File: src/rtl/axi4_burst_arbiter.sv
// Burst-level scheduler sharing one AXI4 master port between two requesters.
// Produces registered one-hot write/read grants held for a whole burst, plus error/watchdog flags.
module axi4_burst_arbiter #(
    parameter int unsigned EXCLUSIVE   = 0,
    parameter int unsigned TIMEOUT_CYC = 4096,
    parameter int unsigned LEN_W       = 8
) (
    input  logic             axi_aclk,
    input  logic             rst,
    input  logic             s00_awvalid,
    input  logic             s01_awvalid,
    input  logic             s00_arvalid,
    input  logic             s01_arvalid,
    input  logic             m00_awvalid,
    input  logic             m00_awready,
    input  logic [LEN_W-1:0] m00_awlen,
    input  logic             m00_wvalid,
    input  logic             m00_wready,
    input  logic             m00_wlast,
    input  logic             m00_bvalid,
    input  logic             m00_bready,
    input  logic             m00_arvalid,
    input  logic             m00_arready,
    input  logic             m00_rvalid,
    input  logic             m00_rready,
    input  logic             m00_rlast,
    output logic [1:0]       wr_grant,
    output logic [1:0]       rd_grant,
    output logic             wr_len_err,
    output logic             wr_timeout,
    output logic             rd_timeout
);

    localparam int unsigned    WD_W   = (TIMEOUT_CYC > 0) ? $clog2(TIMEOUT_CYC + 1) : 1;
    localparam logic [WD_W-1:0] WD_MAX = WD_W'(TIMEOUT_CYC);
    localparam bit             WD_EN  = (TIMEOUT_CYC != 0);

    typedef enum logic [1:0] {StWrIdle, StWrAddr, StWrData, StWrResp} wr_state_t;
    typedef enum logic [1:0] {StRdIdle, StRdAddr, StRdData} rd_state_t;

    wr_state_t         wr_state_q;
    rd_state_t         rd_state_q;
    logic [1:0]        wr_grant_q, rd_grant_q;
    logic              wr_prio_q, rd_prio_q;   // 1 = s01 wins the next tie
    logic              rw_ptr_q;               // 1 = read wins the next exclusive tie
    logic [LEN_W:0]    beat_cnt_q;
    logic [LEN_W-1:0]  awlen_q;
    logic              wr_len_err_q, wr_timeout_q, rd_timeout_q;
    logic [WD_W-1:0]   wr_wd_q, rd_wd_q;

    logic              wr_req, rd_req, wr_idle, rd_idle, wr_start, rd_start;
    logic [1:0]        wr_pick, rd_pick;
    logic [WD_W-1:0]   wr_wd_inc, rd_wd_inc;
    logic              wr_expire, rd_expire, wr_wd_hit, rd_wd_hit;

    always_comb begin
        wr_req  = s00_awvalid | s01_awvalid;
        rd_req  = s00_arvalid | s01_arvalid;
        wr_idle = (wr_state_q == StWrIdle);
        rd_idle = (rd_state_q == StRdIdle);
        if (EXCLUSIVE != 0) begin
            wr_start = wr_idle && wr_req && rd_idle && (!rd_req || !rw_ptr_q);
            rd_start = rd_idle && rd_req && wr_idle && (!wr_req || rw_ptr_q);
        end else begin
            wr_start = wr_idle && wr_req;
            rd_start = rd_idle && rd_req;
        end

        if (s00_awvalid && s01_awvalid) wr_pick = wr_prio_q ? 2'b10 : 2'b01;
        else if (s00_awvalid)           wr_pick = 2'b01;
        else                            wr_pick = 2'b10;
        if (s00_arvalid && s01_arvalid) rd_pick = rd_prio_q ? 2'b10 : 2'b01;
        else if (s00_arvalid)           rd_pick = 2'b01;
        else                            rd_pick = 2'b10;

        // Flag is raised on reaching the limit; the FSM is released one cycle later.
        wr_wd_inc = wr_wd_q + WD_W'(1);
        rd_wd_inc = rd_wd_q + WD_W'(1);
        wr_wd_hit = WD_EN && !wr_idle && (wr_wd_inc == WD_MAX);
        rd_wd_hit = WD_EN && !rd_idle && (rd_wd_inc == WD_MAX);
        wr_expire = WD_EN && !wr_idle && (wr_wd_q == WD_MAX);
        rd_expire = WD_EN && !rd_idle && (rd_wd_q == WD_MAX);
    end

    always_ff @(posedge axi_aclk) begin
        if (rst) begin
            rw_ptr_q <= 1'b0;
        end else if (wr_start) begin
            rw_ptr_q <= 1'b1;
        end else if (rd_start) begin
            rw_ptr_q <= 1'b0;
        end
    end

    always_ff @(posedge axi_aclk) begin
        if (rst) begin
            wr_state_q   <= StWrIdle;
            wr_grant_q   <= 2'b00;
            wr_prio_q    <= 1'b0;
            beat_cnt_q   <= '0;
            awlen_q      <= '0;
            wr_len_err_q <= 1'b0;
            wr_timeout_q <= 1'b0;
            wr_wd_q      <= '0;
        end else begin
            if (wr_idle)                wr_wd_q <= '0;
            else if (wr_wd_q != WD_MAX) wr_wd_q <= wr_wd_inc;
            if (wr_wd_hit) wr_timeout_q <= 1'b1;

            if (wr_expire) begin
                wr_state_q <= StWrIdle;
                wr_grant_q <= 2'b00;
            end else begin
                case (wr_state_q)
                    StWrIdle: begin
                        if (wr_start) begin
                            wr_grant_q <= wr_pick;
                            wr_prio_q  <= wr_pick[0];
                            wr_state_q <= StWrAddr;
                        end
                    end
                    StWrAddr: begin
                        if (m00_awvalid && m00_awready) begin
                            awlen_q    <= m00_awlen;
                            beat_cnt_q <= '0;
                            wr_state_q <= StWrData;
                        end
                    end
                    StWrData: begin
                        if (m00_wvalid && m00_wready) begin
                            if (m00_wlast) begin
                                if (beat_cnt_q != {1'b0, awlen_q}) wr_len_err_q <= 1'b1;
                                wr_state_q <= StWrResp;
                            end else begin
                                if (beat_cnt_q == {1'b0, awlen_q}) wr_len_err_q <= 1'b1;
                                beat_cnt_q <= beat_cnt_q + 1'b1;
                            end
                        end
                    end
                    StWrResp: begin
                        if (m00_bvalid && m00_bready) begin
                            wr_state_q <= StWrIdle;
                            wr_grant_q <= 2'b00;
                        end
                    end
                    default: begin
                        wr_state_q <= StWrIdle;
                        wr_grant_q <= 2'b00;
                    end
                endcase
            end
        end
    end

    always_ff @(posedge axi_aclk) begin
        if (rst) begin
            rd_state_q   <= StRdIdle;
            rd_grant_q   <= 2'b00;
            rd_prio_q    <= 1'b0;
            rd_timeout_q <= 1'b0;
            rd_wd_q      <= '0;
        end else begin
            if (rd_idle)                rd_wd_q <= '0;
            else if (rd_wd_q != WD_MAX) rd_wd_q <= rd_wd_inc;
            if (rd_wd_hit) rd_timeout_q <= 1'b1;

            if (rd_expire) begin
                rd_state_q <= StRdIdle;
                rd_grant_q <= 2'b00;
            end else begin
                case (rd_state_q)
                    StRdIdle: begin
                        if (rd_start) begin
                            rd_grant_q <= rd_pick;
                            rd_prio_q  <= rd_pick[0];
                            rd_state_q <= StRdAddr;
                        end
                    end
                    StRdAddr: begin
                        if (m00_arvalid && m00_arready) rd_state_q <= StRdData;
                    end
                    StRdData: begin
                        if (m00_rvalid && m00_rready && m00_rlast) begin
                            rd_state_q <= StRdIdle;
                            rd_grant_q <= 2'b00;
                        end
                    end
                    default: begin
                        rd_state_q <= StRdIdle;
                        rd_grant_q <= 2'b00;
                    end
                endcase
            end
        end
    end

    assign wr_grant   = wr_grant_q;
    assign rd_grant   = rd_grant_q;
    assign wr_len_err = wr_len_err_q;
    assign wr_timeout = wr_timeout_q;
    assign rd_timeout = rd_timeout_q;

endmodule
File: config.mk
export PLATFORM = sky130hd
export DESIGN_NAME = axi4_burst_arbiter
export DESIGN_NICKNAME = d
export VERILOG_FILES = /design/src/rtl/axi4_burst_arbiter.sv
export SDC_FILE = /design/constraint.sdc
export NUM_CORES = 1
export LEC_CHECK = 0
export BUFFER_PORTS_ARGS = -buffer_cell sky130_fd_sc_hd__buf_2
export CAP_MARGIN = 20
export CORE_MARGIN = 4
export CORE_UTILIZATION = 45
export CTS_CLUSTER_DIAMETER = 80
export DETAILED_ROUTE_END_ITERATION = 8
export GPL_TIMING_DRIVEN = 0
export HOLD_SLACK_MARGIN = 0.15
export MAX_ROUTING_LAYER = met4
export PLACE_DENSITY = 0.7
export SYNTH_ARGS = -nofsm -noshare
export SYNTH_HDL_FRONTEND = slang
export SYNTH_SLANG_ARGS = --single-unit
File: constraint.sdc
create_clock -name axi_aclk -period 1.95 [get_ports axi_aclk]
set_input_delay 0.0975 -clock axi_aclk [delete_from_list [all_inputs] [get_ports axi_aclk]]
set_output_delay 0.0975 -clock axi_aclk [all_outputs]
set_load 0.05 [all_outputs]
## Word-level counts from Yosys, hierarchy flattened

Cells that the tools add are included.

- Bits in registers: 56
- Input bits: 26
- Output and inout bits: 7
- Word-level logic and storage cells: 105

- Add/sub/neg operators: 3
- Equality and inequality tests: 23
- Multiplexer cells: 27
- Bitwise operators: 5
- Reduce and logical (&&, ||, !) cells: 34

Operators with widths:

| kind | number |
|---|---|
| $eq A13 B13 Y1 const B | 4 |
| $mux W2 | 16 |
| $mux W9 | 3 |
| $add A13 B1 Y13 const B | 2 |
| $ne A13 B13 Y1 const B | 2 |
| $pmux W9 S2 | 1 |
| $reduce_and A3 Y1 | 6 |
| $reduce_and A5 Y1 | 3 |
| $logic_and A1 B1 Y1 | 14 |
| $ne A2 B2 Y1 const B | 7 |
| $pmux W2 S3 | 2 |
| $add A9 B1 Y9 const B | 1 |
| $eq A9 B8 Y1 | 1 |
| $ne A9 B8 Y1 | 1 |
| $pmux W2 S4 | 1 |
| $reduce_or A2 Y1 | 4 |
| $eq A2 B2 Y1 const B | 3 |
| $ne A2 B1 Y1 const B | 3 |
| $reduce_bool A2 Y1 | 3 |
| $eq A2 B1 Y1 const B | 2 |
| $logic_not A2 Y1 | 2 |
| $pmux W2 S2 | 1 |
| $mux W1 | 3 |
| $not A1 Y1 | 3 |
| other kinds (2) | 4 |

## Longest topological paths before layout

- Depth in word-level cells: 5
- Depth in mapped cells: 8
- Depth with buffers taken out: 7

## Worst setup path after synthesis

Ideal clock, no wire load.

- Kind: reg2reg
- Start: register wr_state_q[0]
- End: register beat_cnt_q[7]
- Arrival: 1.738 ns
- Required time: 1.880 ns
- Setup slack: 0.142 ns
- Stages on the path, launching flop included: 8
- Buffers on the path: 0
- Clock period less this slack: 1.808 ns
- Path through: dfxtp_1 inv_1 ha_1 nand2b_1 a21oi_1 o211ai_2 or4_1 a21oi_1

- Word-level cells in the longest chain between the ends: 5
- Elaborated cells on any way between the ends: 12
- Classes of those cells: 5 x eq/ne; 1 x mux; 1 x bitwise; 5 x reduce/logical

Ends and longest elaborated chain:

| item | RTL line | text |
|---|---|---|
| from (decl) | 41 | `wr_state_t wr_state_q;` |
| from (signal assigned) | 97 | `wr_state_q <= StWrIdle;` |
| from (signal assigned) | 111 | `wr_state_q <= StWrIdle;` |
| from (signal assigned) | 119 | `wr_state_q <= StWrAddr;` |
| branches (longest 5 deep; another with $reduce_and A5 Y1) | - |  |
| to (signal assigned) | 136 | `beat_cnt_q <= beat_cnt_q + 1'b1;` |
| to (decl) | 46 | `logic [LEN_W:0] beat_cnt_q;` |

Several ways; the timed one is not identified.
A chain may end at the register's enable or synchronous reset.

## Final worst setup path

- Start: register wr_state_q[1]
- End: register beat_cnt_q[7]

The elaborated chain is that of the path after synthesis.

==> impl_metrics.prom <==
# TYPE chip_impl_metric gauge
chip_impl_info{name="status",value="completed"} 1
chip_impl_metric{name="grt_antenna_before_repair",unit=""} 0
chip_impl_metric{name="netSwitchingFraction",unit="%"} 34.2
chip_impl_metric{name="drt_drc_violations_left",unit=""} 0
chip_impl_metric{name="num_vias",unit=""} 2566
chip_impl_metric{name="io_buffers",unit=""} 32
chip_impl_info{name="critPathLaunchType",value="flip-flop"} 1
chip_impl_metric{name="ctsHtreeMaxLevel",unit=""} 2
chip_impl_metric{name="synthesis.instances",unit=""} 341
chip_impl_metric{name="post-route-period-util",unit="%"} 95.1
chip_impl_metric{name="grt_start_max_net_pins",unit=""} 15
chip_impl_metric{name="chipHeight",unit="µm"} 89.0
chip_impl_metric{name="power-per-cell-area",unit="nW/µm²"} 763
chip_impl_metric{name="edff_count_synth",unit=""} 0
chip_impl_metric{name="critical_path_arrival",unit="ps"} 2090
chip_impl_metric{name="numCtsBuffers",unit=""} 5
chip_impl_metric{name="io_pins",unit=""} 33
chip_impl_metric{name="total_switching_power",unit="µW"} 952
chip_impl_metric{name="synth.net_count",unit=""} 377
chip_impl_metric{name="final_nets",unit=""} 443
chip_impl_metric{name="fin_tns_setup",unit="ps"} 0
chip_impl_metric{name="layout_min_cycle_time",unit="ps"} 1850
chip_impl_metric{name="rows",unit=""} 29
chip_impl_metric{name="grt_pass1_vias",unit=""} 2383
chip_impl_info{name="delay_heaviest_family_cp",value="compound AO/OA/AOI/OAI gates"} 1
chip_impl_metric{name="clock_latency",unit="ps"} 300
chip_impl_metric{name="seq_area",unit="µm²"} 1130
chip_impl_metric{name="die_w",unit="µm"} 89.0
chip_impl_metric{name="setup-violations-final",unit=""} 0
chip_impl_metric{name="syn-mean-instance-area",unit="µm²"} 8.66
chip_impl_metric{name="maxClockFrequency",unit="MHz"} 539
chip_impl_metric{name="route.detailed.vias_per_inst",unit=""} 5.32
chip_impl_metric{name="post_synth_cell_types",unit=""} 52
chip_impl_metric{name="drt_first_pass_iters",unit=""} 4
chip_impl_metric{name="half_perimeter_wire_length_after_detailed_placement",unit="µm"} 4350
chip_impl_metric{name="die-area",unit="µm²"} 7920
chip_impl_metric{name="track_usage",unit="%"} 17.6
chip_impl_metric{name="vdd_drop_max",unit="V"} 0.000716
chip_impl_metric{name="biggest_fanout_along_the_worst_timing_path",unit=""} 5
chip_impl_metric{name="postRouteWirelength",unit="µm"} 6300
chip_impl_metric{name="synth.yosys.seq_area_share",unit="%"} 38.0
chip_impl_metric{name="num-fill-cells",unit=""} 558
chip_impl_metric{name="grt_pass1_wl",unit="µm"} 10900
chip_impl_metric{name="floorplan.initialDensity",unit="%"} 46.5
chip_impl_metric{name="place.gp.congestion",unit=""} 0.849
chip_impl_metric{name="detailedRoute.firstIterationViolations",unit=""} 119
chip_impl_info{name="cts_tree",value="yes"} 1
chip_impl_metric{name="hold-worst-slack",unit="ps"} 195
chip_impl_info{name="path_class",value="reg -> reg"} 1
chip_impl_metric{name="clock-skew-final",unit="ps"} 5.81
chip_impl_metric{name="timing.final.max_slew_violations",unit=""} 0
chip_impl_metric{name="cts.path.max_buffers",unit=""} 2
chip_impl_metric{name="clockPowerShare",unit="%"} 20.9
chip_impl_metric{name="cts.sink_count",unit=""} 56
chip_impl_metric{name="ys_async_sr_fraction",unit="%"} 0
chip_impl_metric{name="cell_internal_pwr",unit="µW"} 1830
chip_impl_metric{name="power.combinational.fraction",unit="%"} 32.7
chip_impl_metric{name="clk_pin_slew_worst_paths",unit="ps"} 90
chip_impl_metric{name="tightest_slew",unit="ps"} 585
chip_impl_info{name="crit_path_cell_trace",value="inv_2, ha_4, a22oi_2, o211ai_2, or4_1, a21oi_1"} 1
chip_impl_metric{name="areaGrowthSynthToFinish",unit="%"} 23.7
chip_impl_info{name="cts_root_buf",value="clkbuf_8"} 1
chip_impl_metric{name="final_layout_size_suffix_gt1_share",unit="%"} 20.5
chip_impl_metric{name="p_leak",unit="µW"} 0.00137
chip_impl_metric{name="relSlewSlack",unit="%"} 61.0
chip_impl_metric{name="overflow",unit=""} 0
chip_impl_metric{name="timing_hold_violations_final",unit=""} 0
chip_impl_metric{name="synth-seq-cells",unit=""} 56
chip_impl_metric{name="coreArea",unit="µm²"} 6350
chip_impl_metric{name="multi_input_area",unit="µm²"} 1840
chip_impl_metric{name="post_synth_instance_area",unit="µm²"} 2950
chip_impl_metric{name="crit_buf_inv",unit=""} 1
chip_impl_metric{name="timing.critical_path.slowest_cell_delay",unit="ps"} 510
chip_impl_info{name="timing.critical_path.to_type",value="flip-flop"} 1
chip_impl_info{name="critical_path_top_delay_cell",value="or4_1"} 1
chip_impl_metric{name="relative_contribution_of_sequential_cells_to_total_power",unit="%"} 46.4
chip_impl_info{name="worst_hold_path_type",value="in -> reg"} 1
chip_impl_metric{name="n_diodes",unit=""} 0
chip_impl_metric{name="drv_cap",unit=""} 0
chip_impl_info{name="yosys_most_used_dff",value="dfxtp_1"} 1
chip_impl_metric{name="ant_nets",unit=""} 0
chip_impl_metric{name="synth-warning-count",unit=""} 0
chip_impl_metric{name="detail_route.wl_per_cell",unit="µm"} 13.1
chip_impl_metric{name="crit_required",unit="ps"} 2180
## power by group through the flow
stage                     registers, µW  logic (µW)  clock network (µW)
after CTS                          1280         854                 599
final                              1290         910                 583
after floorplan                    1340         529                   0
after global routing               1300        1020                 652
after global placement             1300         733                   0
after detailed placement           1300         757                   0
## metal layers
layer | routed length [µm] | track usage (%) | part of all wire [%]
met1 | 3000 | 23.0 | 48
met2 | 3040 | 28.3 | 48
met3 | 195 | 3.13 | 3.1
met4 | 64 | 4.74 | 1.0
met5 | 0 | - | 0
## cells in the final DEF, fill, tap and decap left out, types with 3 or more instances in the layout
cell type and count:
a211oi_1 4, a21oi_1 14, buf_4 8, nand3_1 17
clkbuf_8 5, nor4_1 3, clkbuf_1 3, xnor2_1 22
dlygate4sd3_1 18, dfxtp_1 51, dfxtp_2 3, ha_1 6
nand2_1 23, nand2b_1 4, xor2_1 12, nor3_2 3
and3_1 6, nand4_1 8, inv_1 11, or4_1 4
mux2i_1 13, a31oi_1 3, buf_2 35, nor3_1 9
o31ai_1 4, nor2_1 56, o21ai_0 8
## registers in the layout, summed over array words and instances (netlist names), 2 cells and up
register	flops
awlen_q	8
beat_cnt_q	9
rd_grant	2
rd_state_q	2
rd_wd_q	13
wr_grant	2
wr_state_q	2
wr_wd_q	13
## tightest hold or removal path, stage by stage
cell,delay (ps)
buf_2,150
or2_2,170
nor2_1,50
## cell usage after synthesis, types with 3 or more instances
cell	count	share of area, %
dfxtp_1	56	38
nor2_1	56	7.1
nand2_1	23	2.9
xnor2_1	22	6.5
nand3_1	18	3.1
a21oi_1	15	2.5
inv_1	13	1.7
mux2i_1	13	4.4
nor3_1	12	2.0
xor2_1	12	3.6
ha_1	10	4.2
nand4_1	8	1.7
o21ai_0	8	1.4
and3_1	7	1.5
clkbuf_1	5	0.64
a211oi_1	4	1.0
nand2b_1	4	0.85
o31ai_1	4	1.0
or4_1	4	1.0
a31oi_1	3	0.64
buf_2	3	0.51
nor4_1	3	0.64
## stage by stage
stage                     setup WS [ps]  instance area [µm²]  total power [µW]  util, %  cells
final                              95.5                 3650              2790     57.5    482
after global routing              -11.2                 3650              2980     57.5    482
after CTS                         -8.98                 3510              2730     55.3    476
after detailed placement          -79.0                 3210              2060     50.5    450
after global placement            -51.8                 3210              2030     50.5    450
after floorplan                     142                 2950              1870        -    341
## worst paths after layout
check | start | end | slack [ps] | depth (start not counted)
min reg2reg | wr_grant[0] | wr_grant[0] | 470 | 2
max reg2reg | wr_state_q[1] | beat_cnt_q[7] | 100 | 6
max | wr_state_q[1] | beat_cnt_q[7] | 100 | 6
min | rst | rd_wd_q[0] | 190 | 3
## logic make-up (layout without fill, tap and decap cells)
| group | Yosys count | after routing | synth area share [%] |
|---|---|---|---|
| buf+inv | 22 | 85 | 3.18 |
| mux | 15 | 15 | 5.17 |
| xor+xnor | 34 | 34 | 10.1 |
| fa+ha+maj | 10 | 10 | 4.24 |
| compound gates | 52 | 52 | 12.7 |
| flops | 56 | 56 | 38.0 |
| simple gates | 152 | 153 | 26.7 |
## repair_timing
item / CTS / global route
setup buffers: 4 / 5
gates resized for setup: 6 / 22
endpoints found under the setup margin: 13 / 23
pin swaps: 3 / 5
gates cloned: 0 / 1
hold endpoints to repair: 15 / 0
hold buffers: 18 / 0
## layout make-up
cell class,instances,area share [%]
inverters,13,1.34
flip-flops and latches,56,31.0
plain buffers,8,1.16
well taps,77,2.64
repair buffers,59,11.5
clock buffers,5,1.88
multi-input cells,264,50.5
No activity file was read; power rests on OpenSTA's default activity.
